### config.mk
export PLATFORM = sky130hd
export DESIGN_NAME = mem_arbiter
export DESIGN_NICKNAME = d
export VERILOG_FILES = /design/src/rtl/mem_arbiter.sv
export SDC_FILE = /design/constraint.sdc
export NUM_CORES = 1
export LEC_CHECK = 0
export CAP_MARGIN = 20
export CORE_MARGIN = 4
export CORE_UTILIZATION = 43
export CTS_CLUSTER_SIZE = 24
export DETAILED_ROUTE_END_ITERATION = 7
export HOLD_SLACK_MARGIN = 0.06
export PLACE_DENSITY = 0.8
export SLEW_MARGIN = 20
export SYNTH_ARGS = -nofsm -noshare
export SYNTH_HDL_FRONTEND = slang
export SYNTH_SLANG_ARGS = --single-unit
### constraint.sdc
create_clock -name clk -period 2.8 [get_ports clk]
set_clock_uncertainty 0.15 [all_clocks]
set_input_delay 0.56 -clock clk [delete_from_list [all_inputs] [get_ports clk]]
set_output_delay 0.56 -clock clk [all_outputs]
set_load 0.005 [all_outputs]
### src/rtl/mem_arbiter.sv
`timescale 1ns/1ps
`default_nettype none
// ============================================================================
// Module      : mem_arbiter
// Description : Two-port arbiter/sequencer for the single shared memory port
//               of the multicycle CPU. Serialises instruction-fetch and data
//               (load/store) requests onto a variable-latency memory, returns
//               a one-cycle ack with registered read data, and aborts any
//               transaction the memory never completes (watchdog).
//               Optional feature macro: ARB_ROUND_ROBIN_EN
//                 defined   -> ties alternate between ports (round robin)
//                 undefined -> data port wins every tie
// Revision    : 1.0 - initial release
// ============================================================================
module mem_arbiter #(
  parameter int WORD_W  = 16,
  parameter int TIMEOUT = 255
) (
  input  logic              clk,
  input  logic              reset_n,
  input  logic              i_req,
  input  logic [WORD_W-1:0] i_addr,
  output logic              i_ack,
  output logic [WORD_W-1:0] i_data,
  input  logic              d_req,
  input  logic              d_we,
  input  logic [WORD_W-1:0] d_addr,
  input  logic [WORD_W-1:0] d_wdata,
  output logic              d_ack,
  output logic [WORD_W-1:0] d_rdata,
  output logic              err,
  output logic              mem_read,
  output logic              mem_write,
  output logic [WORD_W-1:0] mem_addr,
  output logic [WORD_W-1:0] mem_wdata,
  input  logic [WORD_W-1:0] mem_rdata,
  input  logic              mem_ready,
  output logic              busy
);

  // Counter wide enough to hold TIMEOUT; one extra bit on the incremented value
  localparam int              CNT_W     = (TIMEOUT > 1) ? $clog2(TIMEOUT + 1) : 1;
  localparam logic [CNT_W:0]  c_TIMEOUT = TIMEOUT[CNT_W:0];
  localparam logic            c_FETCH   = 1'b0;
  localparam logic            c_DATA    = 1'b1;

  typedef enum logic [1:0] {
    S_IDLE = 2'd0,
    S_BUSY = 2'd1,
    S_RESP = 2'd2
  } state_t;

  state_t             r_state, w_state_nx;
  logic               r_grant, w_grant_nx;
  logic               r_we, w_we_nx;
  logic [CNT_W-1:0]   r_cnt, w_cnt_nx;
  logic [CNT_W:0]     w_cnt_inc;
  logic               w_timeout;
  logic               w_done;
  logic               w_pick;
  logic               w_read_nx, w_write_nx;
  logic [WORD_W-1:0]  w_addr_nx, w_wdata_nx, w_i_data_nx, w_d_rdata_nx;
  logic               w_i_ack_nx, w_d_ack_nx, w_err_nx, w_busy_nx;
`ifdef ARB_ROUND_ROBIN_EN
  logic               r_last_grant, w_last_nx;
`endif

  assign w_cnt_inc = {1'b0, r_cnt} + {{CNT_W{1'b0}}, 1'b1};
  // Abort on the BUSY cycle whose increment would reach TIMEOUT, so the ack
  // lands in cycle TIMEOUT+1 counting the request cycle as cycle 0.
  assign w_timeout = (TIMEOUT != 0) && !mem_ready && (w_cnt_inc == c_TIMEOUT);
  assign w_done    = mem_ready || w_timeout;

  // Port selection in IDLE: a lone request wins outright; ties go by config
`ifdef ARB_ROUND_ROBIN_EN
  assign w_pick = (i_req && d_req) ? ~r_last_grant : d_req;
`else
  assign w_pick = d_req;
`endif

  // Next-state and next-output logic; everything defaults to hold
  always_comb begin
    w_state_nx   = r_state;
    w_grant_nx   = r_grant;
    w_we_nx      = r_we;
    w_cnt_nx     = r_cnt;
    w_read_nx    = mem_read;
    w_write_nx   = mem_write;
    w_addr_nx    = mem_addr;
    w_wdata_nx   = mem_wdata;
    w_i_data_nx  = i_data;
    w_d_rdata_nx = d_rdata;
    w_i_ack_nx   = 1'b0;
    w_d_ack_nx   = 1'b0;
    w_err_nx     = 1'b0;
    w_busy_nx    = busy;
`ifdef ARB_ROUND_ROBIN_EN
    w_last_nx    = r_last_grant;
`endif
    case (r_state)
      S_IDLE: begin
        if (i_req || d_req) begin
          w_grant_nx = w_pick;
          w_addr_nx  = (w_pick == c_DATA) ? d_addr : i_addr;
          if (w_pick == c_DATA) begin
            w_wdata_nx = d_wdata;
            w_we_nx    = d_we;
          end
          w_read_nx  = (w_pick == c_FETCH) || !d_we;
          w_write_nx = (w_pick == c_DATA) && d_we;
          w_cnt_nx   = '0;
          w_busy_nx  = 1'b1;
          w_state_nx = S_BUSY;
        end
      end
      S_BUSY: begin
        if (!mem_ready) begin
          w_cnt_nx = w_cnt_inc[CNT_W-1:0];
        end
        if (w_done) begin
          w_read_nx  = 1'b0;
          w_write_nx = 1'b0;
          w_err_nx   = !mem_ready;
          w_i_ack_nx = (r_grant == c_FETCH);
          w_d_ack_nx = (r_grant == c_DATA);
          if (r_grant == c_FETCH) begin
            w_i_data_nx = mem_ready ? mem_rdata : {WORD_W{1'b1}};
          end else if (!mem_ready) begin
            w_d_rdata_nx = {WORD_W{1'b1}};
          end else if (!r_we) begin
            w_d_rdata_nx = mem_rdata;
          end
          w_state_nx = S_RESP;
        end
      end
      S_RESP: begin
        w_busy_nx  = 1'b0;
        w_state_nx = S_IDLE;
`ifdef ARB_ROUND_ROBIN_EN
        w_last_nx  = r_grant;
`endif
      end
      default: begin
        w_busy_nx  = 1'b0;
        w_state_nx = S_IDLE;
      end
    endcase
  end

  // State and registered outputs; reset drops the strobes immediately
  always_ff @(posedge clk or negedge reset_n) begin
    if (!reset_n) begin
      r_state      <= S_IDLE;
      r_grant      <= c_FETCH;
      r_we         <= 1'b0;
      r_cnt        <= '0;
      mem_read     <= 1'b0;
      mem_write    <= 1'b0;
      mem_addr     <= '0;
      mem_wdata    <= '0;
      i_data       <= '0;
      d_rdata      <= '0;
      i_ack        <= 1'b0;
      d_ack        <= 1'b0;
      err          <= 1'b0;
      busy         <= 1'b0;
`ifdef ARB_ROUND_ROBIN_EN
      r_last_grant <= c_FETCH;
`endif
    end else begin
      r_state      <= w_state_nx;
      r_grant      <= w_grant_nx;
      r_we         <= w_we_nx;
      r_cnt        <= w_cnt_nx;
      mem_read     <= w_read_nx;
      mem_write    <= w_write_nx;
      mem_addr     <= w_addr_nx;
      mem_wdata    <= w_wdata_nx;
      i_data       <= w_i_data_nx;
      d_rdata      <= w_d_rdata_nx;
      i_ack        <= w_i_ack_nx;
      d_ack        <= w_d_ack_nx;
      err          <= w_err_nx;
      busy         <= w_busy_nx;
`ifdef ARB_ROUND_ROBIN_EN
      r_last_grant <= w_last_nx;
`endif
    end
  end

endmodule
`default_nettype wire

==> impl_results.rst <==
.. list-table::
   :header-rows: 1

   * - Metric
     - Value
   * - Run status
     - finished clean
   * - Worst-Margin Slew
     - about 0.57 ns
   * - Sum of overflow across all layers after global routing
     - 0
   * - Maximum number of pins on one net before global-route repair
     - 53
   * - Worst slack on hold paths
     - between 0.3 and 0.4 ns
   * - Average instance area after synthesis
     - 12.75 um2
   * - H-Tree Level Count
     - 3
   * - Setup Buffers After CTS
     - 0
   * - Antenna diode count
     - 0
   * - Number of buffers created by CTS
     - 9
   * - Final standard cell area without fillers
     - ~0.0051 mm2
   * - Fraction of final layout cells with drive strength greater than 1
     - 0.1703
   * - DRC Markers
     - 0
   * - Critical Path Source Type
     - register
   * - Cell area after placement
     - approximately 0.0049 mm2
   * - Sequential power share
     - 0.406
   * - Part of the power in combinational logic
     - 0.421
   * - Post-place setup slack
     - 0.4141 ns
   * - Async set or reset register ratio after synthesis
     - 1.000
   * - Maximum number of buffers from clock root to sink
     - 2
   * - Number of max-capacitance violations reported
     - 0
   * - Top-level port count
     - 140
   * - Sequential fraction of the synthesis area
     - 0.6072
   * - LEAKAGE
     - between 2 and 2.5 nW
   * - CTS root buf
     - clkbuf_8
   * - Worst slew margin relative to its limit
     - 0.6215
   * - Wire length of the first global-routing pass
     - between 10000 and 15000 um
   * - Worst reg2reg startpoint
     - r_cnt[0]
   * - Flip-flop and latch count after synthesis
     - between 80 and 90
   * - Crit Path Category
     - reg -> reg
   * - Switching share of power
     - 0.2985
   * - Unrepaired setup endpoints after global routing
     - false
   * - Total track usage
     - 0.1849
   * - Worst min-delay path startpoint
     - mem_addr[8]
   * - Number of I/O port buffers
     - about 140
   * - Later-pin clock latency in the skew report
     - 0.34 ns
   * - Data arrival, critical path
     - between 2 and 3 ns
   * - Synthesis-to-finish area growth
     - 51.76%
   * - Minimum clock period after layout
     - 2.366 ns
   * - Final number of max-transition violations
     - 0
   * - Detailed-router iteration count before antenna repair
     - 4
   * - Area of the mapped netlist
     - around 0.0034 mm2
   * - Number of nets in the final layout
     - just under 500
   * - Achievable frequency
     - 422.7 MHz
   * - Drt via density
     - around 5.1
   * - Endpoints failing setup
     - 0
   * - Critical path capture point type
     - register
   * - Kind of path behind the tightest hold check
     - reg -> reg
   * - Number of filler instances in the final layout
     - between 600 and 700
   * - Half-perimeter wire length after placement
     - about 6400 um
   * - Portion of total power attributed to the clock network
     - 0.173
   * - Setup TNS
     - 0 ns
   * - Die outline area
     - between 0.009 and 0.01 mm2
   * - Antenna violations before repair
     - 0
   * - Net switching component of the power
     - around 0.0015 W
   * - Number of enable-type register cells in the synthesized netlist
     - 0
   * - IR drop worst, VDD
     - about 450 uV
   * - Clock Sinks
     - a little over 80
   * - Mapped Cells
     - around 270
   * - Synthesis warning total
     - 0
   * - Overall power consumption
     - 0.004964 W
   * - Final Hold Fails
     - 0
   * - Required @ worst endpoint
     - ~2.9 ns
   * - Avg WL per Cell
     - roughly 16 um
   * - Core region area
     - roughly 0.0077 mm2
   * - Number of gates given a new drive strength after cts
     - 0
   * - Post-synth cell types
     - 38
   * - TritonCTS clock tree
     - built
   * - First-iteration detailed-routing DRC count
     - 88
   * - Cell internal pwr
     - around 0.0035 W
   * - Setup ws final
     - 0.4340 ns
   * - Number of nets with antenna violations after routing
     - 0
   * - Chip Width
     - roughly 97 um
   * - Placement row count
     - 32
   * - Crit Path Max Fanout
     - 17
   * - Most used flip-flop cell after synthesis
     - dfrtp_1
   * - Routed Wire Length
     - ~8400 um
   * - Power per standard cell area
     - around 970 mW/mm2
   * - Final RePlAce weighted congestion
     - 0.7998
   * - Reg clk slew, reported paths
     - 0.09 ns
   * - Via count
     - around 2700
   * - Startpoint of the worst setup timing path
     - r_cnt[0]
   * - Syn Nets
     - 337
   * - Final cycle utilization of the critical path
     - 0.8450
   * - Vertical extent of the die
     - between 90 and 100 um
   * - Initial Utilization
     - 0.4396
   * - Vias in the first global route
     - ~2800
[power groups by stage]
stage	clock [W]	sequential (W)	combinational, W
6_report	0.000857	0.00202	0.00209
5_1_grt	0.000934	0.00209	0.00228
4_1_cts	0.000879	0.00202	0.00213
3_5_place_dp	0	0.00204	0.00213
3_3_place_gp	0	0.00202	0.00206
2_1_floorplan	0	0.00203	0.000783
[cells in the mapped netlist (2+ instances only)]
master	count	area [um2]
buf_6	3	33.78
mux2i_1	16	160.2
a21o_1	2	15.01
a21oi_1	3	15.01
nand3_1	2	10.01
mux2_2	17	191.4
ha_1	2	25.02
inv_1	5	18.77
or3_1	2	12.51
nand4_1	2	12.51
o22a_1	16	140.1
o31ai_1	4	30.03
buf_1	2	7.510
nor2_1	7	26.28
nor2b_1	3	18.77
o21ai_0	28	140.1
o22a_2	16	160.2
nand2_1	24	90.09
a211oi_1	2	15.01
dfrtp_1	82	2052
clkbuf_1	9	33.78
buf_2	2	10.01
[critical path, stage by stage (launching register included)]
cell	delay (ns)
dfrtp_1	0.40
ha_1	0.23
nand3_2	0.13
or3_4	0.37
a211o_4	0.38
a211oi_4	0.22
buf_4	0.25
o22a_2	0.17
[metal layers]
layer	up-vias	GRT usage	part of all wire
li1	1250	-	-
met1	1282	0.2335	0.42
met2	115	0.2941	0.47
met3	7	0.07066	0.095
met4	0	0.05940	0.0093
met5	-	0	0
[cell type report]
type,count,area (um2),share of cell area
Clock inverter,7,77.57,0.01513
Clock buffer,9,123.9,0.02415
Tap cell,102,127.6,0.02488
Timing Repair Buffer,152,1501,0.2928
Sequential cell,82,2052,0.4001
Multi-Input combinational cell,162,1227,0.2393
Inverter,5,18.77,0.003659
[through the flow]
stage,cells,util
after CTS,519,0.6672
final,519,0.6672
after global routing,519,0.6672
after detailed placement,502,0.6396
after global placement,502,0.6396
after floorplan,265,-
[registers in the layout, indices dropped and copies added, names as in the netlist]
signal	flops
d_rdata	16
err	1
mem_write	1
r_grant	1
mem_wdata	16
busy	1
r_state	2
i_ack	1
mem_read	1
r_cnt	8
mem_addr	16
i_data	16
r_we	1
d_ack	1
[worst paths after layout]
check,end,slack [ns],cells past startpoint
setup / recovery,i_data[1],0.43,7
max in group asynchronous,mem_addr[14],1.35,3
setup reg to reg,i_data[1],0.43,7
hold / removal,mem_addr[8],0.33,2
min in group asynchronous,i_ack,0.54,2
hold reg to reg,mem_addr[8],0.33,2
[placed cells by master, fill, tap and decap left out, types with 9 or more instances in the layout]
cell type and instances:
buf_4 12, clkbuf_8 9, clkdlybuf4s50_1 138, dfrtp_1 82, mux2_2 17, mux2i_1 16
nand2_1 24, o21ai_0 28, o22a_1 16, o22a_2 16
[logic make-up (layout without fill, tap and decap cells)]
family	Yosys count	count (layout)	share of synthesized area
simple gates	48	48	0.06924
mux	33	33	0.1040
flops	82	82	0.6072
fa+ha+maj	2	2	0.007403
xor+xnor	2	2	0.005184
compound gates	77	77	0.1762
buf+inv	21	173	0.03073
[timing repair]
item | in CTS | in global routing
endpoints found under the setup margin | 0 | 0
hold buffers | 1 | 0
hold endpoints to repair | 30 | 0
Power figures use the tool's default switching activity.
